$ cat src/rtl/alien_wave_controller.sv
// rtl/alien_wave_controller.sv - alien formation wave sequencer: move enable, speed, restart pulse, clear/invasion detect
module alien_wave_controller #(
    parameter int NUM_ALIENS    = 32,
    parameter int BASE_SPEED    = 32,
    parameter int KILL_STEP     = 4,
    parameter int WAVE_STEP     = 16,
    parameter int MAX_SPEED     = 320,
    parameter int INVASION_Y    = 400,
    parameter int FREEZE_FRAMES = 15,
    parameter int CLEAR_FRAMES  = 60,
    parameter int MAX_WAVE      = 15
) (
    input  logic               clk,
    input  logic               resetN,
    input  logic               startOfFrame,
    input  logic               startGame,
    input  logic               alienHit,
    input  logic               playerHit,
    input  logic signed [10:0] lowestAlienY,
    output logic               moveEnable,
    output logic [9:0]         speed,
    output logic               movementResetN,
    output logic [5:0]         aliensAlive,
    output logic [3:0]         waveNum,
    output logic               waveCleared,
    output logic               gameOver
);

    typedef enum logic [2:0] {
        S_IDLE,
        S_REARM,
        S_RUN,
        S_FREEZE,
        S_CLEAR,
        S_OVER
    } state_t;

    localparam logic signed [10:0] INV_Y     = 11'(INVASION_Y);
    localparam logic [5:0]         ALIENS_N  = 6'(NUM_ALIENS);
    localparam logic [3:0]         WAVE_MAX  = 4'(MAX_WAVE);
    localparam logic [7:0]         FREEZE_N  = 8'(FREEZE_FRAMES);
    localparam logic [7:0]         CLEAR_N   = 8'(CLEAR_FRAMES);

    state_t     r_state;
    logic [7:0] r_cnt;
    logic       r_move_en;
    logic       r_mv_rstn;
    logic       r_wave_clr;
    logic       r_game_over;
    logic [5:0] r_alive;
    logic [3:0] r_wave;
    logic [9:0] r_speed;

    logic [7:0]  w_cnt_inc;
    logic [5:0]  w_alive_dec;
    logic        w_last_kill;
    logic        w_invasion;
    logic [15:0] w_speed_sum;
    logic [9:0]  w_speed_next;

    assign w_cnt_inc   = r_cnt + 8'd1;
    assign w_alive_dec = (r_alive != 6'd0) ? (r_alive - 6'd1) : 6'd0;
    assign w_last_kill = alienHit && (r_alive == 6'd1);
    assign w_invasion  = (lowestAlienY >= INV_Y);

    // Wide sum so the kill and wave terms cannot wrap before saturation.
    assign w_speed_sum  = 16'(BASE_SPEED)
                        + 16'(KILL_STEP) * (16'(NUM_ALIENS) - {10'd0, r_alive})
                        + 16'(WAVE_STEP) * ({12'd0, r_wave} - 16'd1);
    assign w_speed_next = (w_speed_sum > 16'(MAX_SPEED)) ? 10'(MAX_SPEED) : w_speed_sum[9:0];

    // Game sequencer: state, frame counter, alien/wave bookkeeping and registered controls.
    always_ff @(posedge clk or negedge resetN) begin
        if (!resetN) begin
            r_state     <= S_IDLE;
            r_cnt       <= 8'd0;
            r_move_en   <= 1'b0;
            r_mv_rstn   <= 1'b1;
            r_wave_clr  <= 1'b0;
            r_game_over <= 1'b0;
            r_alive     <= ALIENS_N;
            r_wave      <= 4'd1;
        end else begin
            r_wave_clr <= 1'b0;
            r_mv_rstn  <= 1'b1;
            case (r_state)
                S_IDLE: begin
                    r_move_en <= 1'b0;
                    if (startGame) begin
                        r_state   <= S_REARM;
                        r_cnt     <= 8'd0;
                        r_alive   <= ALIENS_N;
                        r_wave    <= 4'd1;
                        r_mv_rstn <= 1'b0;
                    end
                end
                S_REARM: begin
                    r_state   <= S_RUN;
                    r_cnt     <= 8'd0;
                    r_move_en <= 1'b1;
                    if (alienHit) r_alive <= w_alive_dec;
                end
                S_RUN: begin
                    if (alienHit) r_alive <= w_alive_dec;
                    // Invasion outranks the last kill, which outranks a player hit.
                    if (w_invasion) begin
                        r_state     <= S_OVER;
                        r_cnt       <= 8'd0;
                        r_move_en   <= 1'b0;
                        r_game_over <= 1'b1;
                    end else if (w_last_kill) begin
                        r_state    <= S_CLEAR;
                        r_cnt      <= 8'd0;
                        r_move_en  <= 1'b0;
                        r_wave_clr <= 1'b1;
                    end else if (playerHit) begin
                        r_state   <= S_FREEZE;
                        r_cnt     <= 8'd0;
                        r_move_en <= 1'b0;
                    end
                end
                S_FREEZE: begin
                    if (alienHit) r_alive <= w_alive_dec;
                    if (w_last_kill) begin
                        r_state    <= S_CLEAR;
                        r_cnt      <= 8'd0;
                        r_wave_clr <= 1'b1;
                    end else if (playerHit) begin
                        r_cnt <= 8'd0;
                    end else if (startOfFrame) begin
                        if (w_cnt_inc == FREEZE_N) begin
                            r_state   <= S_RUN;
                            r_cnt     <= 8'd0;
                            r_move_en <= 1'b1;
                        end else begin
                            r_cnt <= w_cnt_inc;
                        end
                    end
                end
                S_CLEAR: begin
                    if (startOfFrame) begin
                        if (w_cnt_inc == CLEAR_N) begin
                            r_state   <= S_REARM;
                            r_cnt     <= 8'd0;
                            r_alive   <= ALIENS_N;
                            r_wave    <= (r_wave == WAVE_MAX) ? r_wave : (r_wave + 4'd1);
                            r_mv_rstn <= 1'b0;
                        end else begin
                            r_cnt <= w_cnt_inc;
                        end
                    end
                end
                S_OVER: begin
                    r_move_en <= 1'b0;
                    if (startGame) begin
                        r_state     <= S_REARM;
                        r_cnt       <= 8'd0;
                        r_game_over <= 1'b0;
                        r_alive     <= ALIENS_N;
                        r_wave      <= 4'd1;
                        r_mv_rstn   <= 1'b0;
                    end
                end
                default: begin
                    r_state <= S_IDLE;
                    r_cnt   <= 8'd0;
                end
            endcase
        end
    end

    // Speed tracks the formula only while rearming or running; frozen otherwise.
    always_ff @(posedge clk or negedge resetN) begin
        if (!resetN) begin
            r_speed <= 10'(BASE_SPEED);
        end else if (r_state == S_RUN || r_state == S_REARM) begin
            r_speed <= w_speed_next;
        end
    end

    assign moveEnable     = r_move_en;
    assign speed          = r_speed;
    assign movementResetN = r_mv_rstn;
    assign aliensAlive    = r_alive;
    assign waveNum        = r_wave;
    assign waveCleared    = r_wave_clr;
    assign gameOver       = r_game_over;

endmodule
$ cat config.mk
export PLATFORM = sky130hd
export DESIGN_NAME = alien_wave_controller
export DESIGN_NICKNAME = d
export VERILOG_FILES = /design/src/rtl/alien_wave_controller.sv
export SDC_FILE = /design/constraint.sdc
export NUM_CORES = 1
export LEC_CHECK = 0
export ABC_CLOCK_PERIOD_IN_PS = 9050
export CORE_UTILIZATION = 58
export DETAILED_ROUTE_END_ITERATION = 12
export MAX_ROUTING_LAYER = met4
export PLACE_DENSITY = 0.82
export SYNTH_ARGS = -nofsm -noshare
export SYNTH_HDL_FRONTEND = slang
export SYNTH_SLANG_ARGS = --single-unit
$ cat constraint.sdc
create_clock -name clk -period 9.05 [get_ports clk]
set_clock_uncertainty 0.05 [all_clocks]
set_input_delay 1.81 -clock clk [delete_from_list [all_inputs] [get_ports clk]]
set_output_delay 1.81 -clock clk [all_outputs]
set_load 0.01 [all_outputs]
==> results of run 1 <==
## sequential cells by signal (all words and copies together) (netlist names)
signal,count
waveNum,4
aliensAlive,6
waveCleared,1
moveEnable,1
r_cnt,8
gameOver,1
speed,8
movementResetN,1
r_state,3
## power by group
| part | switching [W] | internal (W) |
|---|---|---|
| Clock | 0.0000571 | 0.0000688 |
| Sequential | 0.0000693 | 0.000197 |
| Combinational | 0.000388 | 0.000324 |
## layer usage
metal / vias up / share of wire
met5: - / 0
met1: 979 / 0.46
met2: 47 / 0.48
li1: 1032 / -
met3: 5 / 0.045
met4: 0 / 0.011
## worst reg2reg max path, cell delays in order, from the launching register on
cell and delay, ps:
dfrtp_1 420, inv_1 160, ha_1 310, nand2_1 100
xor2_1 170, ha_1 330, inv_1 60, fa_1 460
and2b_1 230, nor2_1 40, a2111oi_0 460, a211o_1 180
nor3b_1 570, a22o_1 230
## per-stage QoR
| stage | utilization | hold WS [ps] | instances |
|---|---|---|---|
| after global routing | 0.711 | 452 | 353 |
| after global placement | 0.686 | 417 | 345 |
| after detailed placement | 0.686 | 423 | 345 |
| after CTS | 0.711 | 434 | 353 |
| after floorplan | - | 447 | 271 |
| final | 0.711 | 430 | 353 |
## cells by family (layout without fill, tap and decap cells)
| group | Yosys count | in the layout | share of synthesized area |
|---|---|---|---|
| other | 1 | 2 | 0.00155 |
| adder cells (fa/ha/maj) | 18 | 18 | 0.0963 |
| AND/OR/NAND/NOR | 90 | 90 | 0.196 |
| flip-flops | 33 | 33 | 0.344 |
| multiplexers | 3 | 3 | 0.0135 |
| XOR/XNOR | 17 | 17 | 0.0616 |
| AO/OA/AOI/OAI | 75 | 75 | 0.217 |
| buffers and inverters | 33 | 65 | 0.0699 |
## path summary, 6_finish.rpt
path                                        to      startpoint  depth (start not counted)  slack (ps)
worst max-delay path                  speed[3]  aliensAlive[0]                         13        5200
worst min-delay path                  speed[7]        speed[7]                          2         430
worst max register to register        speed[3]  aliensAlive[0]                         13        5200
worst min register to register        speed[7]        speed[7]                          2         430
max in group asynchronous       aliensAlive[5]          resetN                          2        6720
min in group asynchronous           waveNum[2]          resetN                          2        1880
## area by class of cell
class,count,area (um2),share of cell area
well taps,50,62.6,0.0220
inverters,22,82.6,0.0290
flip-flops and latches,33,831,0.292
multi-input cells,205,1420,0.499
clock buffers,7,96.3,0.0339
repair buffers,35,348,0.122
clock inverters,1,5.00,0.00176
## Yosys cell counts, types with 4 or more instances
library cell / instances / area (um2)
dfrtp_1: 29 / 726
nand2_1: 29 / 109
inv_1: 22 / 82.6
a21oi_1: 18 / 90.1
ha_1: 17 / 213
nand3_1: 16 / 80.1
o21ai_0: 16 / 80.1
nor2_1: 12 / 45.0
xor2_1: 11 / 96.3
a22o_1: 6 / 52.6
xnor2_1: 6 / 52.6
a31oi_1: 5 / 31.3
and3_1: 5 / 31.3
buf_4: 5 / 37.5
nor3_1: 5 / 25.0
dfstp_2: 4 / 105
nand2b_1: 4 / 25.0
o211ai_1: 4 / 30.0
o31ai_1: 4 / 30.0
==> flow_metrics.py, run 1 <==
metrics = {
    "outcome": {
        "status": "finished clean",
    },
    "worst_setup_path": {
        "critical_path_required_ps": 9220,
        "critPathMaxStageDelay_ps": 570,
        "cp.arrival_ps": 4020,
        "cp_num_buf_inv": 2,
        "critical_path.startpoint_type": "flip-flop",
        "crit_chain": "inv_1 -> ha_1 -> nand2_1 -> xor2_1 -> ha_1 -> inv_1 -> fa_1 -> and2b_1 -> nor2_1 -> a2111oi_0 -> a211o_1 -> nor3b_1 -> a22o_1",
        "cp_slowest_cell": "nor3b_1",
        "path_max_fanout": 6,
        "critPathKind": "flip-flop to flip-flop",
        "end_kind": "flip-flop",
        "cpLargestDelayFamily": "adder cells",
    },
    "final_layout": {
        "area_growth_syn_to_layout_pct": 17.8,
        "layout.nets": 337,
        "post_route_cells_drive_above_1_share": 0.0891,
        "n_antenna_cell": 0,
        "layout_commonest_cell": "clkdlybuf4s50_1",
        "layout_common_cells": "34 x clkdlybuf4s50_1, 29 x nand2_1, 29 x dfrtp_1",
        "fillCellCount": 313,
        "design_area_um2": 2850,
    },
    "run": {
        "maxCapViolCount": 0,
    },
    "sta": {
        "setup_viol": 0,
        "fin_crit_sh": 0.425,
        "slew_headroom": 0.549,
        "rsz0062_at_grt": "false",
        "fmax_mhz": 260,
        "setup_tns_ps": 0,
        "setup_ws_ps": 5200,
        "fin_crit_ps": 3850,
        "final_max_slew_viol_count": 0,
        "final_hold_viol_count": 0,
        "worst_pin_slew_ps": 675,
    },
    "clocking": {
        "cts_tree": "yes",
        "post_cts_resized": 0,
        "post_cts_buffers": 0,
        "clock_sinks": 33,
        "ctsHoldBuffers": 0,
        "clockBufferDepth": 2,
        "clkTransAtPathRegs_ps": 70,
        "h-tree-depth": 2,
        "numCtsBuffers": 5,
        "root_buffer": "clkbuf_8",
        "clk_latency_ps": 290,
    },
    "logic_synthesis": {
        "synth_area_um2": 2420,
        "synthFlopType": "dfrtp_1",
        "synthCells": 270,
        "yosys_register_bits": 33,
        "seq_area_frac_synth": 0.344,
        "synthArstFlopShare": 1.00,
        "synth_edf_count": 0,
        "yosysWarnings": 0,
        "syn_area_per_cell_um2": 8.95,
        "synth_cell_types": 57,
    },
    "pwr": {
        "total_power_w": 0.00110,
        "p_per_area_nw_per_um2": 388,
        "ir_worst_vdd_uv": 256,
        "p_leak_nw": 1.23,
    },
    "routing": {
        "num_vias": 2063,
        "viasPerCell": 5.84,
        "wl_um": 5160,
        "first_pass_iters": 4,
        "wl_per_cell_um": 14.6,
        "drc": 0,
        "initialDrtViolationCount": 165,
        "ant_nets": 0,
    },
    "floorplanning": {
        "core_um2": 4000,
        "start_util": 0.604,
        "pin_count": 41,
        "rows": 23,
        "die_area_um2": 4430,
        "die_height_um": 66.5,
        "die_w_um": 66.5,
    },
    "grt": {
        "grt_pass1_wl_um": 8540,
        "grt_util_met3": 0.0514,
        "use_met1": 0.343,
        "antenna_found_initial": 0,
        "use_met2": 0.409,
        "grt_busiest_layer": "met2",
        "overflow": 0,
        "grt_pass1_vias": 1851,
        "grt_use_total": 0.262,
        "grt_max_degree": 34,
    },
    "min_path": {
        "hp-class": "flip-flop to flip-flop",
    },
    "place": {
        "gp_congestion": 0.941,
        "placed_area_um2": 2740,
        "port_buffers": 34,
        "hpwl_um": 3760,
        "dp_slack_ps": 5060,
    },
}
No activity file was read; power rests on OpenSTA's default activity.
==> run 2, diff against run 1 <==
ABC_CLOCK_PERIOD_IN_PS = 3600   (was 9050)
CORE_UTILIZATION = 54   (was 58)
PLACE_DENSITY = 0.77   (was 0.82)
clock period = 3.6 ns   (was 9.05 ns; I/O delays follow)
==> flow_metrics.py, run 2 (same netlist as run 1, synthesis figures left out) <==
metrics = {
    "outcome": {
        "status": "finished clean",
    },
    "routing": {
        "wl_per_cell_um": 14.3,
        "ant_nets": 0,
        "wl_um": 5090,
        "drc": 0,
        "viasPerCell": 5.79,
        "initialDrtViolationCount": 145,
        "num_vias": 2060,
        "first_pass_iters": 4,
    },
    "clocking": {
        "clkTransAtPathRegs_ps": 70,
        "root_buffer": "clkbuf_8",
        "cts_tree": "yes",
        "clockBufferDepth": 2,
        "clock_sinks": 33,
        "clk_latency_ps": 280,
        "h-tree-depth": 2,
        "ctsHoldBuffers": 0,
        "numCtsBuffers": 5,
    },
    "run": {
        "maxCapViolCount": 0,
    },
    "pwr": {
        "p_leak_nw": 1.24,
        "p_comb_frac": 0.655,
        "ir_worst_vdd_uv": 618,
        "p_sw_w": 0.00128,
        "swShare": 0.459,
        "power_frac_clock": 0.103,
        "internal_power_w": 0.00151,
        "p_per_area_nw_per_um2": 973,
        "power.share.sequential": 0.242,
    },
    "worst_setup_path": {
        "critPathKind": "flip-flop to flip-flop",
        "end_kind": "flip-flop",
        "cp.arrival_ps": 3510,
        "critical_path_required_ps": 3770,
        "path_max_fanout": 7,
        "critical_path.startpoint_type": "flip-flop",
    },
    "sta": {
        "rsz0062_at_grt": "false",
        "fin_crit_sh": 0.927,
        "worst_pin_slew_ps": 614,
        "fmax_mhz": 300,
        "slew_headroom": 0.590,
        "setup_viol": 0,
        "fin_crit_ps": 3340,
        "final_hold_viol_count": 0,
        "final_max_slew_viol_count": 0,
        "setup_tns_ps": 0,
    },
    "grt": {
        "overflow": 0,
        "grt_pass1_wl_um": 8400,
        "grt_max_degree": 34,
        "grt_pass1_vias": 1803,
        "antenna_found_initial": 0,
        "grt_use_total": 0.246,
    },
    "final_layout": {
        "layout_commonest_cell": "clkdlybuf4s50_1",
        "layout_common_cells": "34 x clkdlybuf4s50_1, 29 x nand2_1, 29 x dfrtp_1",
        "fillCellCount": 340,
        "seqCellArea_um2": 831,
        "design_area_um2": 2860,
        "post_route_cells_drive_above_1_share": 0.0948,
        "layout.nets": 340,
        "area_growth_syn_to_layout_pct": 18.5,
        "fin_util": 0.691,
        "multiInputGateArea_um2": 1430,
        "n_antenna_cell": 0,
    },
    "floorplanning": {
        "pin_count": 41,
        "die_area_um2": 4750,
        "rows": 23,
        "die_height_um": 68.9,
        "start_util": 0.583,
        "die_w_um": 68.9,
        "core_um2": 4140,
    },
    "place": {
        "placed_area_um2": 2770,
        "hpwl_um": 3780,
        "gp_congestion": 0.890,
        "port_buffers": 34,
    },
    "min_path": {
        "hp-class": "flip-flop to flip-flop",
    },
}
run 2: final timing paths:
check | from | endpoint | slack, ps | cells after the start
setup / recovery | waveNum[0] | speed[3] | 260 | 14
hold / removal | speed[7] | speed[7] | 430 | 2
hold reg to reg | speed[7] | speed[7] | 430 | 2
min in group asynchronous | resetN | r_cnt[2] | 790 | 2
setup reg to reg | waveNum[0] | speed[3] | 260 | 14
max in group asynchronous | resetN | movementResetN | 2370 | 2
run 2: area by class of cell:
class / instances / share of cell area
tap: 50 / 0.0219
sequential: 33 / 0.290
multi-input combinational: 205 / 0.498
timing repair buffer: 38 / 0.129
clock buffer: 8 / 0.0315
inverter: 22 / 0.0288
run 2: critical path: stages (launching register included):
cell and delay [ps]:
dfstp_2 600, inv_1 80, ha_1 310, ha_1 280, inv_1 60, ha_1 160
inv_1 50, fa_1 390, and2b_1 220, nor2_1 40, a2111oi_1 380, a211o_1 170
nor3b_1 180, buf_4 170, a22o_1 120
run 2: stage by stage:
step | hold WS [ps] | power, W | setup slack [ps] | std cells
global route | 485 | 0.00305 | 23.7 | 356
global placement | 415 | 0.00243 | 348 | 348
detailed placement | 424 | 0.00247 | 278 | 348
floorplan | 374 | 0.00199 | 336 | 271
finish | 429 | 0.00279 | 262 | 356
CTS | 438 | 0.00278 | 231 | 356
run 2: metal layers:
layer / share of wire / wire [um] / vias to the layer above / global-route usage
met4: 0.0087 / 44 / 0 / 0.0536
li1: - / - / 1032 / -
met5: 0 / 0 / - / -
met3: 0.044 / 225 / 6 / 0.0493
met2: 0.45 / 2270 / 58 / 0.370
met1: 0.50 / 2540 / 964 / 0.341
run 2: power by group through the flow:
stage / Clock, W / Sequential, W / Combinational (W)
after global routing: 0.000319 / 0.000699 / 0.00204
after detailed placement: 0 / 0.000676 / 0.00179
after global placement: 0 / 0.000675 / 0.00175
after floorplan: 0 / 0.000643 / 0.00134
after CTS: 0.000299 / 0.000670 / 0.00181
final: 0.000287 / 0.000674 / 0.00182
run 2: timing repair:
action / CTS / global route
buffers inserted: 0 / 0
endpoints found under the setup margin: 0 / 1
gates resized for setup: 0 / 2
endpoints found under the hold margin: 0 / 0
==> run 3, diff against run 2 <==
REMOVE_ABC_BUFFERS = 1   (was not set)
==> flow_metrics.py, run 3 (same netlist as run 1, synthesis figures left out) <==
metrics = {
    "outcome": {
        "status": "finished clean",
    },
    "sta": {
        "final_max_slew_viol_count": 0,
        "setup_viol": 0,
        "setup_tns_ps": 0,
        "worst_pin_slew_ps": 670,
        "fmax_mhz": 301,
        "fin_crit_ps": 3330,
        "slew_headroom": 0.553,
        "final_hold_viol_count": 0,
        "rsz0062_at_grt": "false",
        "fin_crit_sh": 0.924,
        "worst_hold_slack_ps": 442,
    },
    "worst_setup_path": {
        "cp_slowest_cell": "dfstp_2",
        "crit_chain": "inv_1 -> ha_1 -> ha_1 -> inv_1 -> ha_1 -> inv_1 -> fa_1 -> and2b_1 -> o21ai_0 -> and4b_1 -> a211o_1 -> nor3b_1 -> buf_4 -> a22o_1",
        "end_kind": "flip-flop",
        "cp_num_buf_inv": 4,
        "critPathKind": "flip-flop to flip-flop",
        "cp.arrival_ps": 3460,
        "critical_path_required_ps": 3740,
        "path_max_fanout": 7,
        "critPathMaxStageDelay_ps": 590,
        "critical_path.startpoint_type": "flip-flop",
        "cpLargestDelayFamily": "adder cells",
    },
    "min_path": {
        "hp-class": "flip-flop to flip-flop",
    },
    "place": {
        "hpwl_um": 3850,
        "port_buffers": 34,
        "gp_congestion": 0.893,
    },
    "floorplanning": {
        "pin_count": 41,
        "rows": 23,
        "start_util": 0.583,
        "die_height_um": 68.9,
        "die_w_um": 68.9,
        "core_um2": 4140,
        "die_area_um2": 4750,
    },
    "grt": {
        "overflow": 0,
        "grt_use_total": 0.251,
        "grt_max_degree": 34,
        "grt_pass1_vias": 1852,
        "grt_pass1_wl_um": 8340,
        "antenna_found_initial": 0,
    },
    "clocking": {
        "ctsHoldBuffers": 0,
        "post_cts_buffers": 0,
        "clock_sinks": 33,
        "clkTransAtPathRegs_ps": 70,
        "cts_tree": "yes",
        "clk_latency_ps": 300,
        "h-tree-depth": 2,
        "post_cts_resized": 0,
        "numCtsBuffers": 5,
        "root_buffer": "clkbuf_8",
        "clockBufferDepth": 2,
    },
    "final_layout": {
        "n_antenna_cell": 0,
        "layout.nets": 339,
        "fillCellCount": 325,
        "area_growth_syn_to_layout_pct": 20.1,
        "layout_common_cells": "34 x clkdlybuf4s50_1, 29 x nand2_1, 29 x dfrtp_1",
        "post_route_cells_drive_above_1_share": 0.102,
        "layout_commonest_cell": "clkdlybuf4s50_1",
    },
    "routing": {
        "initialDrtViolationCount": 130,
        "drc": 0,
        "wl_per_cell_um": 15.0,
        "ant_nets": 0,
        "viasPerCell": 5.85,
        "num_vias": 2078,
        "first_pass_iters": 4,
        "wl_um": 5320,
    },
    "pwr": {
        "p_per_area_nw_per_um2": 1020,
        "p_leak_nw": 1.25,
        "ir_worst_vdd_uv": 678,
    },
    "run": {
        "maxCapViolCount": 0,
    },
}
[run 3: cell count changes in the layout (fill, tap and decap cells not counted), sizes merged]
cell / previous run / this run
buf: 4 / 3
clkbuf: 8 / 5
clkinv: 0 / 1
bufinv: 0 / 2
[run 3: worst reg2reg max path, stage by stage (launching register included)]
cell and delay [ps]:
dfstp_2 590, inv_1 90, ha_1 320, ha_1 280, inv_1 60, ha_1 170
inv_1 60, fa_1 390, and2b_1 220, o21ai_0 70, and4b_1 200, a211o_1 240
nor3b_1 140, buf_4 170, a22o_1 170
[run 3: final cells by class]
cell class                      instances  area, um2  area share
Clock buffer                            5       68.8      0.0237
Clock inverter                          3       65.1      0.0224
Inverter                               22       82.6      0.0285
Multi-Input combinational cell        205       1430       0.492
Sequential cell                        33        831       0.286
Tap cell                               50       62.6      0.0216
Timing Repair Buffer                   37        363       0.125
[run 3: per-stage QoR]
step / cell area, um2 / worst slack, ps / utilization / total power [W] / cells
after floorplan: 2330 / 336 / - / 0.00193 / 260
after global placement: 2760 / 302 / 0.666 / 0.00242 / 347
after detailed placement: 2760 / 222 / 0.666 / 0.00247 / 347
after CTS: 2890 / 161 / 0.698 / 0.00295 / 355
after global routing: 2900 / 8.65 / 0.700 / 0.00322 / 355
final: 2900 / 274 / 0.700 / 0.00297 / 355
[run 3: per-layer routing]
metal,up-vias,GRT usage,share of wire
li1,1028,-,-
met1,982,0.328,0.49
met2,56,0.377,0.45
met3,12,0.0510,0.036
met4,0,0.105,0.018
met5,-,-,0
[run 3: path summary, 6_finish.rpt]
kind	start	to	slack, ps	cells past startpoint
setup / recovery	waveNum[0]	speed[2]	270	14
hold / removal	speed[7]	speed[7]	440	2
setup reg to reg	waveNum[0]	speed[2]	270	14
hold reg to reg	speed[7]	speed[7]	440	2
max in group asynchronous	resetN	waveNum[0]	2380	2
min in group asynchronous	resetN	aliensAlive[2]	770	2
[run 3: where the power goes]
group | leakage, nW | total [W] | switching (W) | internal [W]
registers | 0.417 | 0.000672 | 0.000176 | 0.000496
clock network | 0.0681 | 0.000425 | 0.000150 | 0.000275
logic | 0.768 | 0.00187 | 0.00102 | 0.000851
